`src/rtl/booth_r4_mul.sv`:
```
// Sequential radix-4 Booth multiplier with valid/ready handshakes and per-operation
// signed/unsigned mode; retires two multiplier bits per clock.
module booth_r4_mul #(
   parameter int DATA_WIDTH = 8
) (
   input  logic                      clk,
   input  logic                      rst,
   input  logic                      in_valid,
   output logic                      in_ready,
   input  logic [DATA_WIDTH-1:0]     a,
   input  logic [DATA_WIDTH-1:0]     b,
   input  logic                      is_signed,
   output logic                      out_valid,
   input  logic                      out_ready,
   output logic [2*DATA_WIDTH-1:0]   product,
   output logic                      busy
);

   // Operands are extended by at least one bit so unsigned values stay positive
   // under signed Booth recoding; E is kept even so every iteration sees a full pair.
   localparam int E    = DATA_WIDTH + 1 + ((DATA_WIDTH + 1) % 2);
   localparam int N    = E / 2;
   localparam int AW   = E + 2;
   localparam int MW   = E + 1;
   localparam int CW   = AW + MW;
   localparam int PW   = 2 * DATA_WIDTH;
   localparam int XW   = E - DATA_WIDTH;
   localparam int CNTW = $clog2(N + 1);

   typedef enum logic [1:0] {
      IDLE,
      CALC,
      DONE
   } state_t;

   state_t                state, state_nx;
   logic [CNTW-1:0]       cnt;
   logic [E-1:0]          mcand;
   logic [AW-1:0]         acc;
   logic [AW-1:0]         mcand_x;
   logic [AW-1:0]         pp;
   logic [AW-1:0]         acc_sum;
   logic [MW-1:0]         mult;
   logic signed [CW-1:0]  comb;
   logic signed [CW-1:0]  comb_sh;
   logic                  accept;
   logic                  last_iter;

   function automatic logic [E-1:0] extend(input logic [DATA_WIDTH-1:0] v, input logic sgn);
      return {{XW{sgn & v[DATA_WIDTH-1]}}, v};
   endfunction

   assign accept    = in_valid && in_ready;
   assign last_iter = (state == CALC) && (cnt == CNTW'(1));

   // NOTE: sequential state uses non-blocking assignments so every register samples pre-edge values.
   always_ff @(posedge clk) begin
      if (!rst) state <= IDLE;
      else      state <= state_nx;
   end

   // NOTE: every always_comb output gets a default first, otherwise an unassigned path infers a latch.
   always_comb begin
      state_nx = state;
      unique case (state)
         IDLE:    if (accept)    state_nx = CALC;
         CALC:    if (last_iter) state_nx = DONE;
         DONE:    if (out_ready) state_nx = IDLE;
         default:                state_nx = IDLE;
      endcase
   end

   // Handshake outputs are registered from the next state, so in_ready stays low
   // during the first cycle after reset release.
   always_ff @(posedge clk) begin
      if (!rst) begin
         in_ready  <= 1'b0;
         out_valid <= 1'b0;
         busy      <= 1'b0;
      end else begin
         in_ready  <= (state_nx == IDLE);
         out_valid <= (state_nx == DONE);
         busy      <= (state_nx != IDLE);
      end
   end

   always_comb begin
      mcand_x = {{2{mcand[E-1]}}, mcand};
      pp      = '0;
      unique case (mult[2:0])
         3'b001, 3'b010: pp = mcand_x;
         3'b011:         pp = mcand_x << 1;
         3'b100:         pp = -(mcand_x << 1);
         3'b101, 3'b110: pp = -mcand_x;
         default:        pp = '0;
      endcase
      acc_sum = acc + pp;
      comb    = {acc_sum, mult};
      comb_sh = comb >>> 2;
   end

   // NOTE: datapath registers are reset too, because product and the accumulator have defined reset values.
   always_ff @(posedge clk) begin
      if (!rst) begin
         cnt     <= '0;
         acc     <= '0;
         mult    <= '0;
         mcand   <= '0;
         product <= '0;
      end else if (accept) begin
         mcand <= extend(a, is_signed);
         mult  <= {extend(b, is_signed), 1'b0};
         acc   <= '0;
         cnt   <= CNTW'(N);
      end else if (state == CALC) begin
         acc  <= comb_sh[CW-1:MW];
         mult <= comb_sh[MW-1:0];
         cnt  <= cnt - CNTW'(1);
         // Bit 0 of the combined register is the b[-1] slot, so the product sits just above it.
         if (last_iter) product <= comb_sh[PW:1];
      end
   end

endmodule

```
`config.mk`:
```
export PLATFORM = sky130hd
export DESIGN_NAME = booth_r4_mul
export DESIGN_NICKNAME = d
export VERILOG_FILES = /design/src/rtl/booth_r4_mul.sv
export SDC_FILE = /design/constraint.sdc
export NUM_CORES = 1
export LEC_CHECK = 0
export BUFFER_PORTS_ARGS = -buffer_cell sky130_fd_sc_hd__buf_2
export CORE_MARGIN = 1.5
export CORE_UTILIZATION = 45
export DETAILED_ROUTE_END_ITERATION = 10
export SLEW_MARGIN = 15
export SYNTH_ARGS = -nofsm -noshare
export SYNTH_HDL_FRONTEND = slang
export SYNTH_SLANG_ARGS = --single-unit
```
`constraint.sdc`:
```
create_clock -name clk -period 3.3 [get_ports clk]
set_clock_uncertainty 0.1 [all_clocks]
set_input_delay 0.165 -clock clk [delete_from_list [all_inputs] [get_ports clk]]
set_output_delay 0.165 -clock clk [all_outputs]
set_load 0.01 [all_outputs]
```
==> run metrics, run 1 <==
Post-Syn Area=0.00319 mm²; Core Region=0.00683 mm²; Storage cell area=0.00109 mm²; Worst Path Buf+Inv=0; Pwr Total=1570 µW; FF-to-FF path depth=13; CTS clk-pin slew, worst paths=110 ps; proportion of synthesized chip area in sequential cells=33.9%; Die Y=87.2 µm; final hold vios=0; Starting Density=46.7%; Synthesis Warnings=0; GPL Wtd Cong=0.948; post-synthesis simple-gate area fraction=25.4%; post-layout minimum cycle time=3210 ps; Adder-Cell Fraction of Synth Area=6.12%; Clk Latency, worst-skew pair=320 ps; I/O Buffers=39; run status=finished, final reports clean; DIE AREA=0.00761 mm²; Post-Synthesis Net Count=464; initial drt markers=223; CP required=3450 ps; Fillers=689; WS Path Type=flip-flop to flip-flop; slowest CP cell=or4_4; dpl cells=565; # DRC=0; Pleak=0.00155 µW; I/O pins=40; Root Driver=clkbuf_8; Num CTS Buffers=5; crit-path max FO=6; Hold Path Depth=3; Synth-to-Final Area Change=22.1%; WP data arrival=3360 ps; all-layer global routing usage=23.8%; first-pass GRT wire length=14200 µm; vias=3138; post-layout util=57.1%; FF+latch count, synth=54; RSZ-0062 raised after global routing=true; Post-Synth XOR/XNOR Area=5.49%; Worst Slack Setup Final=93.4 ps; CTS Buffer Depth=2; critical path depth=13; post-synthesis async set-or-reset flop share=0%; number of antenna violations at the first check in global routing=0; final wirelength=8710 µm; Overflow after GRT=0; post-synth cell types=56; crit-path most repeated cell=a21oi_1; Largest stage delay, worst path=580 ps; CTS tree=built; Hold Crit Class=input port to flip-flop; cells after synthesis=428; Post-synth EDFFs=0; Row Count=30; max-cap violations=0; fraction of layout cells with a size suffix above 1=21.4%; Worst Setup Start Kind=flip-flop; fin cells=582; max-slew violations=0; compound-cell area share of the yosys netlist=24.0%; proportion of synthesized area in mux cells=0%; H-tree depth=2; Diodes inserted=0; worst vdd ir=0.000275 V; TritonCTS sink count=54; vias per cell=5.39; Fin Setup TNS=0 ps; Top Family by Delay on Critical Path=compound AO/OA/AOI/OAI gates; syn_area_per_cell=7.46 µm²; First-pass DRT Iterations=5; Peak Freq=312 MHz; Final HPWL DP=6270 µm; Crit. End Element=flip-flop; Layout Nets=521; pre-CTS WS=12.3 ps; power density cells=402 mW/mm²; slew of the pin with the lowest slew margin=1030 ps; Rel. slew slack=31.0%; final setup fails=0; per-cell routed wire length=15.0 µm; Antenna Nets Post-Route=0; vias in the first global route=2885; Die X=87.2 µm; CP Cell Sequence=or4_4 > nor3_4 > nand2b_1 > xnor2_1 > a22oi_1 > o211ai_1 > ha_2 > a21o_1 > a21oi_1 > o221ai_1 > xor2_1 > nand2_1 > a21oi_1; period utilization=97.2%; pin count of the biggest net entering global routing=40; multi-input logic area=0.00202 mm²; Main synth FF type=dfxtp_1; main combinational cell family by area after synthesis=simple AND/OR/NAND/NOR gates
## cell usage in the layout (no fill, tap or decap), types with 6 or more instances in the layout
| cell type | Yosys | layout |
|---|---|---|
| buf_4 | 1 | 32 |
| a311oi_1 | 9 | 9 |
| nor3_1 | 6 | 6 |
| dfxtp_1 | 54 | 49 |
| xor2_1 | 6 | 6 |
| dlygate4sd3_1 | 0 | 8 |
| nand3_1 | 6 | 6 |
| a21oi_1 | 50 | 48 |
| nand2_1 | 105 | 105 |
| xnor2_1 | 14 | 14 |
| a211oi_1 | 7 | 6 |
| ha_1 | 14 | 11 |
| inv_1 | 11 | 11 |
| o21ai_0 | 14 | 11 |
| nor2_1 | 34 | 33 |
| buf_2 | 2 | 39 |
## final cells by class
class | instances | area share, %
well taps | 96 | 3.08
inverters | 11 | 1.06
flip-flops and latches | 54 | 27.9
clock inverters | 3 | 1.25
multi-input cells | 334 | 51.7
clock buffers | 5 | 1.77
repair buffers | 79 | 13.2
## metrics by stage
step	instance area (µm²)	hold WS, ps
finish	3900	27.7
global route	3900	19.5
CTS	3820	24.5
detailed placement	3620	313
global placement	3620	314
floorplan	3190	201
## flip-flops by register name (all words and copies together) (netlist names)
signal / cells
product: 16
mult: 11
acc: 10
mcand: 9
cnt: 3
state: 2
busy: 1
in_ready: 1
out_valid: 1
## synth_stat cells, types with 2 or more instances
cell type	count	share of area, %
nand2_1	105	12
dfxtp_1	54	34
a21oi_1	50	7.8
nor2_1	34	4.0
clkbuf_1	23	2.7
ha_1	14	5.5
o21ai_0	14	2.2
xnor2_1	14	3.8
inv_1	11	1.3
a311oi_1	9	2.5
a211oi_1	7	1.6
nand3_1	6	0.94
nor3_1	6	0.94
xor2_1	6	1.6
a21o_1	5	1.2
a221oi_1	5	1.4
a22oi_1	4	0.94
a31oi_1	3	0.59
nand2b_1	3	0.59
nor2b_1	3	0.59
nor3_2	3	0.94
o211ai_1	3	0.71
o21a_1	3	0.71
and2_1	2	0.39
buf_1	2	0.24
buf_2	2	0.31
nand3b_1	2	0.47
nor3b_1	2	0.47
nor4_1	2	0.39
o22ai_1	2	0.39
o31ai_1	2	0.47
or2_2	2	0.39
or3_1	2	0.39
## report_power, final
group | switching, µW | internal [µW]
clock | 249 | 232
combinational | 213 | 157
sequential | 32.7 | 684
## metal layers
layer	track usage, %	part of all wire [%]
met5	0	0
met4	8.23	2.0
met3	4.55	5.0
met2	37.6	47
met1	32.5	46
## cell families after synthesis
kind of cell               after synthesis
AOI/OAI and AO/OA                      119
buffers and inverters                   40
adders and majority gates               15
DFF                                     54
and+or+nand+nor                        180
xor gates and xnor gates                20
## tightest hold or removal path: stages
cell      delay (ps)
buf_2            100
nor2_1            90
a311oi_1          50
## worst paths after layout
| kind | from | to | slack [ps] |
|---|---|---|---|
| min | b[2] | mult[3] | 30 |
| max reg2reg | mcand[2] | acc[8] | 90 |
| max | mcand[2] | acc[8] | 90 |
| min reg2reg | product[12] | product[12] | 360 |
## repair_timing
| item | CTS | global route |
|---|---|---|
| hold endpoints to repair | 8 | 0 |
| hold buffers | 8 | 0 |
| pin swaps | 0 | 9 |
| endpoints found under the setup margin | 1 | 5 |
| gates resized for setup | 2 | 19 |
| buffers inserted | 0 | 1 |
Note: power is estimated with default switching activity, not from simulation.
==> run 2: changes to the inputs <==
- CORE_ASPECT_RATIO: unset -> 1.1
==> run 2 against run 1 <==
Routed wire length up 1.3%. Global-route usage down 0.47 points. Worst hold slack got worse by 22 ps. Sequential power is essentially flat. Clock power decreased by 5.8%. Non-clock buffer count down 7. Final cell count down 3.1%. Total power shrank 2.2%.
==> run metrics, run 2 (synthesis results as in run 1) <==
Clk Latency, worst-skew pair=310 ps (was 320 ps); critical register-to-register path endpoint=acc[9] (was acc[8]); GPL Wtd Cong=0.891 (was 0.948); Layout Nets=514 (was 521); initial drt markers=200 (was 223); Starting Density=46.1% (was 46.7%); First-pass DRT Iterations=5 (unchanged); TritonCTS sink count=54 (unchanged); Crit. End Element=flip-flop (unchanged); DIE AREA=0.00761 mm² (about the same); CTS clk-pin slew, worst paths=100 ps (was 110 ps); design area=0.00375 mm² (was 0.00390 mm²); per-cell routed wire length=15.6 µm (was 15.0 µm); dpl cells=551 (was 565); Die Y=91.3 µm (was 87.2 µm); slowest CP cell=or4_4 (unchanged); Fin Setup TNS=0 ps (unchanged); R2R Path Start=mcand[2] (unchanged); final wirelength=8820 µm (was 8710 µm); vias=3220 (was 3138); Overflow after GRT=0 (unchanged); Antenna Nets Post-Route=0 (unchanged); # DRC=0 (unchanged); Synth-to-Final Area Change=17.6% (was 22.1%); post-layout minimum cycle time=3200 ps (was 3210 ps); power density cells=408 mW/mm² (was 402 mW/mm²); max reg flops=16 (unchanged); RSZ-0062 raised after global routing=false (was true); Hold Path Depth=3 (unchanged); worst vdd ir=0.000275 V (about the same); final hold vios=0 (unchanged); Row Count=32 (was 30); run status=finished, final reports clean (unchanged); commonest non-fill, non-tap cell in the layout=nand2_1 (unchanged); most frequent cells in the layout=nand2_1 (105), dfxtp_1 (52), a21oi_1 (49), buf_2 (39), nor2_1 (33) (was nand2_1 (105), dfxtp_1 (49), a21oi_1 (48), buf_2 (39), nor2_1 (33)); period utilization=96.9% (was 97.2%); Hold Crit Class=input port to flip-flop (unchanged); all-layer global routing usage=23.3% (was 23.8%); CTS Buffer Depth=2 (unchanged); vias in the first global route=3013 (was 2885); number of antenna violations at the first check in global routing=0 (unchanged); Pleak=0.00152 µW (was 0.00155 µW); HP Start=a[1] (was b[2]); Worst Slack Setup Final=102 ps (was 93.4 ps); fraction of layout cells with a size suffix above 1=19.2% (was 21.4%); total cell area at the placement stage=0.00358 mm² (was 0.00362 mm²); Core Region=0.00693 mm² (was 0.00683 mm²); final setup fails=0 (unchanged); H-tree depth=2 (unchanged); WP data arrival=3290 ps (was 3360 ps); crit-path max FO=6 (unchanged); CTS tree=built (unchanged); biggest regs=product x16, mult x11, acc x10 (unchanged); first-pass GRT wire length=14400 µm (was 14200 µm); Biggest register=product (unchanged); max-cap violations=0 (unchanged); Rel. slew slack=36.4% (was 31.0%); vias per cell=5.71 (was 5.39); Worst Setup Start Kind=flip-flop (unchanged); Diodes inserted=0 (unchanged); slew of the pin with the lowest slew margin=954 ps (was 1030 ps); I/O pins=40 (unchanged); Worst Hold Endpoint=mcand[1] (was mult[3]); Num CTS Buffers=5 (unchanged); FF-to-FF path depth=12 (was 13); reg2reg setup slack=100 ps (was 90 ps); CP required=3390 ps (was 3450 ps); pin count of the biggest net entering global routing=35 (was 40); Fillers=679 (was 689); WS Path Type=flip-flop to flip-flop (unchanged); crit path launch=mcand[2] (unchanged); CP Cell Sequence=or4_4 > nor3_2 > nand2_2 > xor2_1 > a32oi_1 > o21ai_1 > ha_1 > nand4_1 > a211oi_2 > nor3_1 > a21oi_1 > nand4b_1 (was or4_4 > nor3_4 > nand2b_1 > xnor2_1 > a22oi_1 > o211ai_1 > ha_2 > a21o_1 > a21oi_1 > o221ai_1 > xor2_1 > nand2_1 > a21oi_1); Die X=83.3 µm (was 87.2 µm); Largest stage delay, worst path=560 ps (was 580 ps); Final HPWL DP=6470 µm (was 6270 µm); I/O Buffers=39 (unchanged); Pwr Total=1530 µW (was 1570 µW); Root Driver=clkbuf_8 (unchanged); pre-CTS WS=60.3 ps (was 12.3 ps); fin cells=564 (was 582); max-slew violations=0 (unchanged); Peak Freq=313 MHz (was 312 MHz)
-- run 2: cell count changes in the layout (fill, tap and decap cells not counted), moves of 2 or more --
cell           change
nor3_4             -2
dfxtp_2            -3
nor4_1             +2
buf_4              -3
nor3_2             +2
nor4_2             -2
ha_4               -2
dlygate4sd3_1      -4
dfxtp_1            +3
ha_1               +3
-- run 2: how the worst max path moves through the flow --
| stage | slack, ps | cells past startpoint | to |
|---|---|---|---|
| 2_1_floorplan | 270 | 16 | acc[9] |
| 3_3_place_gp | 150 | 15 | acc[9] |
| 3_5_place_dp | 60 | 15 | acc[9] |
| 4_1_cts | 50 | 15 | acc[9] |
| 5_1_grt | 8 | 12 | acc[9] |
| 6_report | 100 | 12 | acc[9] |
-- run 2: where the power goes --
group          internal [µW]  switching, µW
clock network            227            226
registers                684           31.5
logic                    153            212
total                   1060            470
-- run 2: area by class of cell --
| class | count | area (µm²) | share of cell area (%) |
|---|---|---|---|
| clock buffer | 6 | 72.6 | 1.93 |
| clock inverter | 2 | 37.5 | 1.00 |
| inverter | 11 | 41.3 | 1.10 |
| multi-input combinational | 334 | 1960 | 52.2 |
| sequential | 54 | 1080 | 28.9 |
| tap | 85 | 106 | 2.83 |
| timing repair buffer | 72 | 453 | 12.1 |
-- run 2: routing by layer --
metal	GRT usage (%)	vias up	part of all wire, %
met3	3.00	22	4.6
met5	0	-	0
met1	29.1	1511	45
li1	-	1593	-
met2	40.9	94	47
met4	8.61	0	2.7
-- run 2: through the flow --
step	utilization, %	hold slack [ps]
after CTS	53.9	1.05
after detailed placement	51.7	321
after global routing	54.2	1.98
final	54.2	6.00
after global placement	51.7	322
after floorplan	-	201
-- run 2: worst max-delay path, delay by kind of cell (launching register included) --
family          cells  cell delay, ps
simple gates        6            1290
compound gates      4             830
fa+ha+maj           1             390
flops               1             320
xor+xnor            1             150
-- run 2: repair_timing --
| action | in CTS | in global routing |
|---|---|---|
| gates resized for setup | 0 | 10 |
| endpoints found under the hold margin | 4 | 0 |
| setup buffers | 0 | 1 |
| hold buffers | 4 | 0 |
| endpoints found under the setup margin | 0 | 5 |
